$ cat config.mk
export PLATFORM = sky130hd
export DESIGN_NAME = fwd_hazard_unit
export DESIGN_NICKNAME = d
export VERILOG_FILES = /design/src/rtl/pipe_pkg.sv /design/src/rtl/fwd_sel.sv /design/src/rtl/fwd_hazard_unit.sv
export SDC_FILE = /design/constraint.sdc
export NUM_CORES = 1
export LEC_CHECK = 0
export ABC_CLOCK_PERIOD_IN_PS = 2600
export CORE_AREA = 4 4 64 66
export CTS_CLUSTER_DIAMETER = 60
export DETAILED_ROUTE_END_ITERATION = 6
export DIE_AREA = 0 0 68 70
export DONT_BUFFER_PORTS = 1
export SLEW_MARGIN = 20
export SYNTH_ARGS = -nofsm -noshare
export SYNTH_HDL_FRONTEND = slang
export SYNTH_SLANG_ARGS = --single-unit
$ cat constraint.sdc
create_clock -name clk -period 2.6 [get_ports clk]
set_input_delay 0.26 -clock clk [delete_from_list [all_inputs] [get_ports clk]]
set_output_delay 0.26 -clock clk [all_outputs]
set_load 0.005 [all_outputs]
$ cat src/rtl/pipe_pkg.sv
// -----------------------------------------------------------------------------
// pipe_pkg
// Shared definitions for the pipeline forwarding/hazard logic.
//   FWD_RF   - operand comes from the register file
//   FWD_EALU - operand comes from the ALU result sitting in EXE
//   FWD_MALU - operand comes from the ALU result sitting in MEM
//   FWD_MMEM - operand comes from the load data returned in MEM
// -----------------------------------------------------------------------------
package pipe_pkg;

    localparam int FWD_W = 2;

    localparam logic [FWD_W-1:0] FWD_RF   = 2'b00;
    localparam logic [FWD_W-1:0] FWD_EALU = 2'b01;
    localparam logic [FWD_W-1:0] FWD_MALU = 2'b10;
    localparam logic [FWD_W-1:0] FWD_MMEM = 2'b11;

endpackage : pipe_pkg

$ cat src/rtl/fwd_sel.sv
// -----------------------------------------------------------------------------
// fwd_sel
// Forwarding select for one ID-stage source operand. Compares the operand
// specifier against the EXE and MEM shadow slots and picks the youngest
// producer. Also flags a load in EXE that this operand depends on, which the
// parent turns into a load-use stall.
//
// Ports
//   id_src    in   NREG  source specifier read by the ID instruction
//   ewreg     in   1     EXE slot writes a register
//   em2reg    in   1     EXE slot is a load
//   edest     in   NREG  EXE slot destination
//   mwreg     in   1     MEM slot writes a register
//   mm2reg    in   1     MEM slot is a load
//   mdest     in   NREG  MEM slot destination
//   fwd       out  2     forwarding select (pipe_pkg encoding)
//   load_hit  out  1     EXE slot is a load producing id_src
// -----------------------------------------------------------------------------
module fwd_sel
    import pipe_pkg::*;
#(
    parameter int NREG = 5
) (
    input  logic [NREG-1:0]  id_src,
    input  logic             ewreg,
    input  logic             em2reg,
    input  logic [NREG-1:0]  edest,
    input  logic             mwreg,
    input  logic             mm2reg,
    input  logic [NREG-1:0]  mdest,
    output logic [FWD_W-1:0] fwd,
    output logic             load_hit
);

    logic src_nz;
    logic e_match;
    logic m_match;

    // Register 0 is hard-wired to zero, so a write to it is never a producer.
    assign src_nz  = (id_src != '0);
    assign e_match = src_nz & ewreg & (edest == id_src);
    assign m_match = src_nz & mwreg & (mdest == id_src);

    assign load_hit = e_match & em2reg;

    // NOTE: fwd gets a default before any branch so the block is purely
    // combinational; a path that leaves it unassigned would infer a latch.
    always_comb begin
        fwd = FWD_RF;
        // A load in EXE has no data yet, so it falls through to MEM; the
        // resulting hazard is handled by the stall instead.
        if (e_match & ~em2reg) begin
            fwd = FWD_EALU;
        end else if (m_match & mm2reg) begin
            fwd = FWD_MMEM;
        end else if (m_match) begin
            fwd = FWD_MALU;
        end
    end

endmodule : fwd_sel

$ cat src/rtl/fwd_hazard_unit.sv
// -----------------------------------------------------------------------------
// fwd_hazard_unit
// Forwarding and load-use hazard unit for a classic 5-stage pipeline. Keeps
// shadow copies of the register-write information of the instructions in EXE
// and MEM, produces the operand forwarding selects for the ID instruction, and
// stalls PC/IF-ID for one cycle when the ID instruction needs a load that is
// still in EXE. A taken branch in EXE flushes the ID instruction instead.
//
// Ports
//   clk             in   1     clock, rising edge
//   rst_n           in   1     asynchronous active-low reset
//   id_rs, id_rt    in   NREG  ID source specifiers
//   id_use_rs/rt    in   1     ID instruction actually reads rs / rt
//   id_wreg         in   1     ID instruction writes a register
//   id_m2reg        in   1     ID instruction is a load
//   id_dest         in   NREG  ID destination (after the regrt mux)
//   e_branch_taken  in   1     branch resolved taken in EXE
//   id_fwda/fwdb    out  2     forwarding selects for operand A / B
//   stall           out  1     hold PC and IF/ID, bubble into EXE
//   pc_wren         out  1     PC write enable (~stall)
//   ifid_wren       out  1     IF/ID write enable (~stall)
//   stall_cnt       out  CNTW  saturating count of stall cycles
// -----------------------------------------------------------------------------
module fwd_hazard_unit
    import pipe_pkg::*;
#(
    parameter int NREG = 5,
    parameter int CNTW = 16
) (
    input  logic             clk,
    input  logic             rst_n,
    input  logic [NREG-1:0]  id_rs,
    input  logic [NREG-1:0]  id_rt,
    input  logic             id_use_rs,
    input  logic             id_use_rt,
    input  logic             id_wreg,
    input  logic             id_m2reg,
    input  logic [NREG-1:0]  id_dest,
    input  logic             e_branch_taken,
    output logic [FWD_W-1:0] id_fwda,
    output logic [FWD_W-1:0] id_fwdb,
    output logic             stall,
    output logic             pc_wren,
    output logic             ifid_wren,
    output logic [CNTW-1:0]  stall_cnt
);

    // Shadow slots: the only pipeline state this unit owns.
    logic            ewreg, em2reg;
    logic [NREG-1:0] edest;
    logic            mwreg, mm2reg;
    logic [NREG-1:0] mdest;

    logic            load_hit_a;
    logic            load_hit_b;
    logic            load_use;
    logic            ex_load_en;

    fwd_sel #(.NREG(NREG)) u_sel_a (
        .id_src   (id_rs),
        .ewreg    (ewreg),
        .em2reg   (em2reg),
        .edest    (edest),
        .mwreg    (mwreg),
        .mm2reg   (mm2reg),
        .mdest    (mdest),
        .fwd      (id_fwda),
        .load_hit (load_hit_a)
    );

    fwd_sel #(.NREG(NREG)) u_sel_b (
        .id_src   (id_rt),
        .ewreg    (ewreg),
        .em2reg   (em2reg),
        .edest    (edest),
        .mwreg    (mwreg),
        .mm2reg   (mm2reg),
        .mdest    (mdest),
        .fwd      (id_fwdb),
        .load_hit (load_hit_b)
    );

    // Only operands the instruction really reads can create a hazard; the
    // selects for unused operands are still produced but ignored downstream.
    assign load_use = (id_use_rs & load_hit_a) | (id_use_rt & load_hit_b);

    // A taken branch flushes the ID instruction, so waiting for its operand
    // would be pointless: the flush wins over the stall.
    assign stall     = load_use & ~e_branch_taken;
    assign pc_wren   = ~stall;
    assign ifid_wren = ~stall;

    assign ex_load_en = ~stall & ~e_branch_taken;

    // NOTE: sequential state uses non-blocking assignments so the MEM slot
    // samples the EXE slot's old value on the same edge that EXE is reloaded.
    // The async reset clears the slots directly, which lets stall fall
    // combinationally while rst_n is still low.
    always_ff @(posedge clk or negedge rst_n) begin
        if (!rst_n) begin
            ewreg  <= 1'b0;
            em2reg <= 1'b0;
            edest  <= '0;
            mwreg  <= 1'b0;
            mm2reg <= 1'b0;
            mdest  <= '0;
        end else begin
            mwreg  <= ewreg;
            mm2reg <= em2reg;
            mdest  <= edest;
            if (ex_load_en) begin
                ewreg  <= id_wreg;
                em2reg <= id_m2reg;
                edest  <= id_dest;
            end else begin
                ewreg  <= 1'b0;
                em2reg <= 1'b0;
                edest  <= '0;
            end
        end
    end

    always_ff @(posedge clk or negedge rst_n) begin
        if (!rst_n) begin
            stall_cnt <= '0;
        end else if (stall && (stall_cnt != {CNTW{1'b1}})) begin
            stall_cnt <= stall_cnt + 1'b1;
        end
    end

endmodule : fwd_hazard_unit
==> flow_summary.json, run 1 <==
{
  "synth_area_sq_um": 1544,
  "grt_overflow": 0,
  "start_util_pct": 43.15,
  "seq_area_frac_synth_pct": 48.62,
  "synth_seq_cells": 30,
  "tns_ns": 0,
  "syn-num-nets": 164,
  "hold_ws_ns": 0.05572,
  "drtAntennaViolNets": 0,
  "via_per_inst": 5.355,
  "worstPathArrival_ns": 2.44,
  "p_int_mw": 0.6374,
  "placed_cells": 187,
  "slew_headroom_pct": 68.09,
  "rows": 22,
  "path_max_fanout": 14,
  "setup_viol_count_final": 0,
  "clkSinkCount": 30,
  "avgSynthCellArea_sq_um": 10.95,
  "hold_path_startpoint": "id_m2reg",
  "worst_pin_slew_ns": 0.4665,
  "status": "finished, final reports clean",
  "cts_root_buf": "clkbuf_4",
  "seqPwrFrac_pct": 58.2,
  "hold_path_class": "input pin to flop",
  "yosysTopAreaCellShare_pct": 48.62,
  "io_buffers": 0,
  "endpoint_kind": "flop",
  "yosys.area.top_type": "dfrtp_1",
  "dieArea_sq_um": 4760,
  "synthCells": 141,
  "vias": 1055,
  "maxCapViolCount": 0,
  "drive_above_1_share_pct": 12.75,
  "grt_max_degree": 31,
  "comb_power_share_pct": 6.7,
  "dieHeight_um": 70,
  "ios": 45,
  "h-tree-depth": 2,
  "antenna_found_initial": 0,
  "finalNetCount": 171,
  "hold_buffers": 2,
  "cts_buffers": 5,
  "postCtsResizedCells": 0,
  "slew_viol_final": 0,
  "power_density_nw_per_um2": 502.0,
  "grt_usage_pct": 15.43,
  "cts_buffer_depth": 2,
  "netSwitchingPower_mw": 0.2055,
  "path_class": "flop to flop",
  "fin_skew_ns": 0.008539,
  "hpwlAfterDp_um": 2447,
  "first_pass_iters": 4,
  "grt_pass1_wl_um": 5520,
  "globalplace.congestion": 0.8502,
  "ys_warn_count": 0,
  "hold_viol": 0,
  "coreArea_sq_um": 3578,
  "fill_cells": 325,
  "routedWlPerCell_um": 16.06,
  "peakVddDrop_mv": 0.2677,
  "crit_start": "edest[3]",
  "p_clk_share_pct": 35.0,
  "timing.rr.start": "edest[3]",
  "finalWirelength_um": 3163,
  "cts.clk_slew.worst_paths_ns": 0.10,
  "antenna_cells": 0,
  "fin_crit_sh_pct": 85.10,
  "synthTopCellsByArea": "dfrtp_1 (49%), xnor2_1 (12%), xor2_1 (4.5%)",
  "yosysUniqueCellTypes": 28,
  "route.detailed.drc": 0,
  "areaGrowthSynthToFinish_pct": 8.752,
  "fmax_ghz": 0.4519,
  "first_iter_violations": 46,
  "stdcell_count": 197,
  "switching_share_pct": 24.38,
  "finalCriticalPeriod_ns": 2.213,
  "cts_setup_buffers": 0,
  "start_kind": "flop",
  "cts_tree": "built",
  "insertion_delay_ns": 0.33,
  "die_w_um": 68,
  "cellLeakagePower_nw": 0.7195,
  "rsz0062_at_grt": "false",
  "worstPathRequired_ns": 2.83,
  "grt_pass1_vias": 1079
}
-- cells in the mapped netlist --
cell,instances
dfrtp_1,30
xnor2_1,21
nand2_1,11
and2_1,10
nand3_1,10
nor2_1,10
xor2_1,8
nand4_1,7
and3_1,4
a21oi_1,3
inv_1,3
o22ai_1,3
a2111oi_0,2
mux2_2,2
or2_2,2
or4_1,2
or4b_4,2
a2111oi_4,1
a21oi_4,1
and4_1,1
buf_4,1
buf_6,1
ha_1,1
nand2b_1,1
nand4_4,1
nor2b_1,1
nor3_1,1
xnor2_2,1
-- stage by stage --
step	power [mW]	cell area (sq um)	setup WS (ns)	util [%]
final	0.8429	1679	0.3873	46.92
after CTS	0.8603	1679	0.3723	46.92
after detailed placement	0.5437	1585	0.3872	44.30
after global routing	0.8914	1679	0.2528	46.92
after floorplan	0.5348	1544	0.6523	-
after global placement	0.5427	1585	0.4275	44.30
-- sequential cells by signal (all words and copies together), names as in the netlist --
| signal | count |
|---|---|
| em2reg | 1 |
| mwreg | 1 |
| stall_cnt | 16 |
| mdest | 5 |
| ewreg | 1 |
| mm2reg | 1 |
| edest | 5 |
-- power groups by stage --
| stage | logic [mW] | registers [mW] | clock network [mW] |
|---|---|---|---|
| floorplan | 0.0374 | 0.497 | 0 |
| global placement | 0.0433 | 0.499 | 0 |
| detailed placement | 0.0434 | 0.500 | 0 |
| CTS | 0.0582 | 0.491 | 0.311 |
| global route | 0.0653 | 0.493 | 0.333 |
| finish | 0.0568 | 0.491 | 0.295 |
-- cells by family after synthesis --
logic type | count (synthesis) | share of synthesized area (%)
AND/OR/NAND/NOR | 63 | 23.50
buffers and inverters | 5 | 1.945
AO/OA/AOI/OAI | 10 | 6.159
adder cells (fa/ha/maj) | 1 | 0.8102
multiplexers | 2 | 1.459
flip-flops | 30 | 48.62
XOR/XNOR | 30 | 17.50
-- critical path, stage by stage (launching register included) --
cell and delay, ns:
dfrtp_1 0.42, xnor2_1 0.17, nand4_1 0.14, or4b_4 0.59, a21oi_4 0.41, mux2_2 0.38
-- layout make-up --
class / instances / area [sq um] / area share [%]
Clock buffer: 6 / 51.30 / 3.055
Clock inverter: 2 / 12.51 / 0.7452
Inverter: 3 / 11.26 / 0.6706
Multi-Input combinational cell: 106 / 763.2 / 45.45
Sequential cell: 30 / 750.7 / 44.71
Tap cell: 48 / 60.06 / 3.577
Timing Repair Buffer: 2 / 30.03 / 1.788
-- layer usage --
metal  vias up  GRT usage [%]  share of wire (%)
li1        501              -                  -
met1       515          19.57                 42
met2        35          22.06                 47
met3         4          7.556                9.7
met4         0          6.402               0.92
met5         -              0                  0
-- placed cells by master (no fill, tap or decap), types with 2 or more instances in the layout --
master	instances
nor2_1	10
or2_2	2
inv_1	3
clkbuf_4	5
a2111oi_0	2
nand2_1	11
nand4_1	7
and3_1	4
o22ai_1	3
xor2_1	8
a21oi_1	3
mux2_2	2
nand3_1	10
dfrtp_1	30
or4_1	2
or4b_4	2
xnor2_1	21
and2_1	10
-- final timing paths --
kind	end	slack (ns)	depth (start not counted)
max in group asynchronous	mdest[2]	2.06	2
hold / removal	em2reg	0.06	1
min in group asynchronous	stall_cnt[13]	0.37	2
setup reg to reg	stall_cnt[1]	0.39	5
hold reg to reg	mm2reg	0.42	0
setup / recovery	stall_cnt[1]	0.39	5
No activity file was read; power rests on OpenSTA's default activity.
==> run 2: changes to the inputs <==
CAP_MARGIN = 20   (was not set)
SETUP_SLACK_MARGIN = 0.15   (was not set)
==> results of run 2 <==
The final DEF is identical to that of run 1; final timing and power are the same.
==> run 3: changes to the inputs <==
GPL_ROUTABILITY_DRIVEN = 0   (was not set)
==> results of run 3 <==
The final DEF is identical to that of run 1; final timing and power are the same.
